## src/rtl/add_pkg.sv

```systemverilog
// Shared definitions for the stride operand source: FSM state encoding and
// default data/count widths used by the source and its add_one consumer.
package add_pkg;

    localparam int DEF_WIDTH     = 9;
    localparam int DEF_CNT_WIDTH = 9;

    typedef enum logic [1:0] {
        ST_IDLE = 2'd0,
        ST_RUN  = 2'd1,
        ST_DONE = 2'd2
    } state_t;

endpackage : add_pkg

```

## src/rtl/add_stride_source.sv

```systemverilog
// Operand source: emits base, base+stride, ... (count operands) on a
// valid/ready interface, with abort, single-cycle done and async reset.
module add_stride_source
    import add_pkg::*;
#(
    parameter int WIDTH     = DEF_WIDTH,
    parameter int CNT_WIDTH = DEF_CNT_WIDTH
) (
    input  logic                 clk,
    input  logic                 reset,
    input  logic                 start,
    input  logic [WIDTH-1:0]     base,
    input  logic [WIDTH-1:0]     stride,
    input  logic [CNT_WIDTH-1:0] count,
    input  logic                 abort,
    output logic [WIDTH-1:0]     x,
    output logic                 x_valid,
    input  logic                 x_ready,
    output logic                 busy,
    output logic                 done
);

    state_t                state_q, state_d;
    logic [WIDTH-1:0]      x_q, x_d;
    logic [WIDTH-1:0]      stride_q, stride_d;
    logic [CNT_WIDTH-1:0]  rem_q, rem_d;
    logic                  valid_q, valid_d;

    // NOTE: state registers use non-blocking assignments so every flop samples
    // pre-edge values; blocking here would create order-dependent simulation.
    always_ff @(posedge clk or posedge reset) begin
        if (reset) begin
            state_q  <= ST_IDLE;
            x_q      <= '0;
            stride_q <= '0;
            rem_q    <= '0;
            valid_q  <= 1'b0;
        end else begin
            state_q  <= state_d;
            x_q      <= x_d;
            stride_q <= stride_d;
            rem_q    <= rem_d;
            valid_q  <= valid_d;
        end
    end

    // NOTE: every signal gets its hold value first so no path through the
    // case statement leaves one unassigned, which would infer a latch.
    always_comb begin
        state_d  = state_q;
        x_d      = x_q;
        stride_d = stride_q;
        rem_d    = rem_q;
        valid_d  = valid_q;

        unique case (state_q)
            ST_IDLE: begin
                valid_d = 1'b0;
                if (start) begin
                    if (count != '0) begin
                        x_d      = base;
                        stride_d = stride;
                        rem_d    = count;
                        valid_d  = 1'b1;
                        state_d  = ST_RUN;
                    end else begin
                        rem_d   = '0;
                        state_d = ST_DONE;
                    end
                end
            end

            ST_RUN: begin
                if (valid_q && x_ready) begin
                    x_d   = x_q + stride_q;
                    rem_d = rem_q - CNT_WIDTH'(1);
                    if (rem_q == CNT_WIDTH'(1)) begin
                        valid_d = 1'b0;
                        state_d = ST_DONE;
                    end
                end
                // Abort wins over completion; a coincident transfer still counts.
                if (abort) begin
                    valid_d = 1'b0;
                    state_d = ST_IDLE;
                end
            end

            ST_DONE: begin
                valid_d = 1'b0;
                state_d = ST_IDLE;
            end

            default: begin
                valid_d = 1'b0;
                state_d = ST_IDLE;
            end
        endcase
    end

    // All outputs decode registers only, so x_ready/abort never reach x/x_valid.
    assign x       = x_q;
    assign x_valid = valid_q;
    assign busy    = (state_q != ST_IDLE);
    assign done    = (state_q == ST_DONE);

endmodule : add_stride_source
```

## config.mk

```make
export PLATFORM = sky130hd
export DESIGN_NAME = add_stride_source
export DESIGN_NICKNAME = d
export VERILOG_FILES = /design/src/rtl/add_pkg.sv /design/src/rtl/add_stride_source.sv
export SDC_FILE = /design/constraint.sdc
export NUM_CORES = 1
export LEC_CHECK = 0
export ABC_AREA = 1
export CAP_MARGIN = 10
export CORE_MARGIN = 5
export CORE_UTILIZATION = 55
export CTS_CLUSTER_SIZE = 28
export DETAILED_ROUTE_END_ITERATION = 7
export HOLD_SLACK_MARGIN = 0.08
export PLACE_DENSITY = 0.91
export SETUP_SLACK_MARGIN = 0.05
export SLEW_MARGIN = 40
export SYNTH_ARGS = -nofsm -noshare
export SYNTH_HDL_FRONTEND = slang
export SYNTH_SLANG_ARGS = --single-unit
export TNS_END_PERCENT = 20
```

## constraint.sdc

```tcl
create_clock -name clk -period 3.6 [get_ports clk]
set_input_delay 1.08 -clock clk [delete_from_list [all_inputs] [get_ports clk]]
set_output_delay 1.08 -clock clk [all_outputs]
set_load 0.02 [all_outputs]
```

==> summary.txt <==
Clock tree
  • Clock Sinks: 30
  • Clk slew on worst S/H paths: 70 ps
  • Postcts setup bufs: 0
  • Skew-Pair Late Insertion Delay: 290 ps
  • # H-tree levels: 2
  • Root Driver: clkbuf_8
  • CTS max path bufs: 2
  • Inserted Clock Buffers: 5
  • Cts repair resizes: 0
  • # hold bufs at CTS: 0
  • CTS tree: done

Die
  • Die area: 4950 sq um
  • Rows: 22
  • Core Region: 3610 sq um
  • DIE HEIGHT: 70.3 microns
  • Initial core utilization: 55.5%
  • Die X-Extent: 70.3 microns
  • # IOs: 44

Layout
  • Antenna cell count: 0
  • Reg area: 751 sq um
  • # nets final: 380
  • Layout fillers: 281
  • Share of cells above drive strength 1: 5.62%
  • Area taken by multi-input logic gates: 1080 sq um
  • Non-Filler Instances: 386
  • Area grow syn2layout: 29.9%
  • Fin area: 2600 sq um

Setup path
  • Crit-path max FO: 3
  • CP delay by family, top: buffers and inverters
  • CP Capture Type: primary output
  • Setup CP Type: reg2out
  • Worst setup SP type: flop
  • Buf/Inv on CP: 2
  • Worst path slowest cell: clkdlybuf4s50_1
  • CP arrival: 1520 ps
  • Max incr delay on CP: 540 ps
  • Critical path cell sequence: nor2_2, inv_2, clkdlybuf4s50_1
  • Worst path required time: 2520 ps

Global routing
  • First-pass GRT wire length: 8850 microns
  • Largest net degree at the start of global routing: 31
  • GRT overflow: 0
  • Antenna violations before repair: 0
  • Vias in the first global route: 1952
  • GR Util All Layers: 22.5%

Detailed routing
  • DRT iter0 DRCs: 128
  • Routed vias/inst: 5.14
  • Post-route antenna net violation count: 0
  • Vias: 1983
  • Routed wire length: 5160 microns
  • Pre-antenna DRT Iters: 4
  • Avg WL per Cell: 13.4 microns
  • DRC: 0

Synthesis
  • Register area share after synthesis: 37.5%
  • Syn Area/Cell: 6.86 sq um
  • Ys flop type: dfrtp_1
  • Commonest cells post-synth: 102 x nand2_1, 33 x inv_1, 31 x nor2_1
  • Yosys top cell area share: 37.5%
  • Synthesized instance count: 292
  • Mapped Area: 2000 sq um
  • Number of synthesized register bits: 30
  • Yosys top cell by area: dfrtp_1
  • Most frequent cell after synthesis: nand2_1
  • FFs w/ async S/R, synth: 100%
  • Post-synth EDFFs: 0
  • Post-Synthesis Net Count: 335
  • Synth cell types: 25
  • Ys Warns: 0
  • Synth area leaders: dfrtp_1 38%, nand2_1 19%, nand3_1 7.5%

Power
  • Sw frac: 44.4%
  • Sw power: 1.02 mW
  • Comb power frac: 54.4%
  • Static Leak: 1.34 nW
  • Power per cell area: 886 nW/um^2
  • Clock power share: 18.7%
  • Total power: 2.30 mW
  • Seq pwr share: 26.9%
  • Max VDD drop: 0.000496 V
  • Internal power: 1.28 mW

STA
  • Clock skew: 7.55 ps
  • Actual slew at the worst max-slew pin: 439 ps
  • Max_slew headroom: 70.7%
  • Fmax: 385 MHz
  • Fin. Hold Viols: 0
  • Final Critical Period: 2600 ps
  • Final setup vio count: 0
  • Unrepaired setup endpoints after global routing: no
  • Fin Setup TNS: 0 ps
  • Setup WS post-layout: 1000 ps
  • Final period util: 72.1%
  • Slew Viols, Final: 0

Job
  • Max-Cap Viols: 0

Status
  • Status: complete, no violations

Placement
  • Dpl cells: 378
  • DP HPWL: 3810 microns
  • Placer Congestion: 0.901
  • Pre-CTS WS: 859 ps
  • Port bufs: 43
  • Placement Cell Area: 2460 sq um

Hold path
  • Worst hold path type: reg2reg
per-stage QoR:
step	util [%]	hold WS, ps
3_3_place_gp	68.2	466
3_5_place_dp	68.2	476
6_report	72.1	488
4_1_cts	72.1	493
5_1_grt	72.1	506
2_1_floorplan	-	446
placed cells by master, fill, tap and decap left out, types with 3 or more instances in the layout:
cell and n:
nand2_1 102, clkdlybuf4s50_1 43, inv_1 33, nor2_1 31, nand3_1 30, dfrtp_1 30, o21ai_0 19, ha_1 10
a21oi_1 6, clkbuf_8 6, nand4_1 3, nand2_2 3, nor3_1 3
worst register-to-register path, stage by stage (launching register included):
cell	delay (ps)
dfrtp_1	380
inv_1	80
nand2_2	250
o22ai_4	450
nand2_2	280
inv_1	210
nand2_1	70
o21ai_0	70
power by group through the flow:
| stage | Combinational (mW) | Sequential [mW] | Clock, mW |
|---|---|---|---|
| after floorplan | 0.848 | 0.652 | 0 |
| after global placement | 1.18 | 0.616 | 0 |
| after detailed placement | 1.24 | 0.620 | 0 |
| after CTS | 1.25 | 0.619 | 0.434 |
| after global routing | 1.44 | 0.638 | 0.447 |
| final | 1.25 | 0.620 | 0.431 |
cell type report:
cell class                 instances  area share, %
inverter                          35           5.05
timing repair buffer              44           16.8
clock buffer                       6           3.17
sequential                        30           28.9
multi-input combinational        221           41.5
clock inverter                     2           2.31
tap                               48           2.31
per-layer routing:
metal  vias up  GRT usage (%)  wire (microns)
li1       1012              -               -
met1       901           27.6            2160
met2        61           37.9            2550
met3         9           4.17             371
met4         0           10.6              78
met5         -              0               0
final timing paths:
check | start | end | slack, ps | cells past startpoint
max reg2reg | state_q[1] | x[1] | 1730 | 7
min in group asynchronous | reset | stride_q[1] | 1170 | 3
max | state_q[0] | busy | 1000 | 3
max in group asynchronous | reset | rem_q[3] | 2150 | 3
min reg2reg | stride_q[6] | stride_q[6] | 490 | 2
min | stride_q[6] | stride_q[6] | 490 | 2
sequential cells by signal (all words and copies together), names as in the netlist:
| name | flops |
|---|---|
| stride_q | 9 |
| x_valid | 1 |
| state_q | 2 |
| x | 9 |
| rem_q | 9 |
kinds of logic (layout without fill, tap and decap cells):
group / count (synthesis) / in the layout / share of synthesized area (%)
and+or+nand+nor: 179 / 179 / 37.4
buffers and inverters: 41 / 87 / 8.62
DFF: 30 / 30 / 37.5
AOI/OAI and AO/OA: 29 / 29 / 8.37
adders and majority gates: 11 / 11 / 7.25
xor gates and xnor gates: 2 / 2 / 0.875
(Power assumes the default switching activity.)
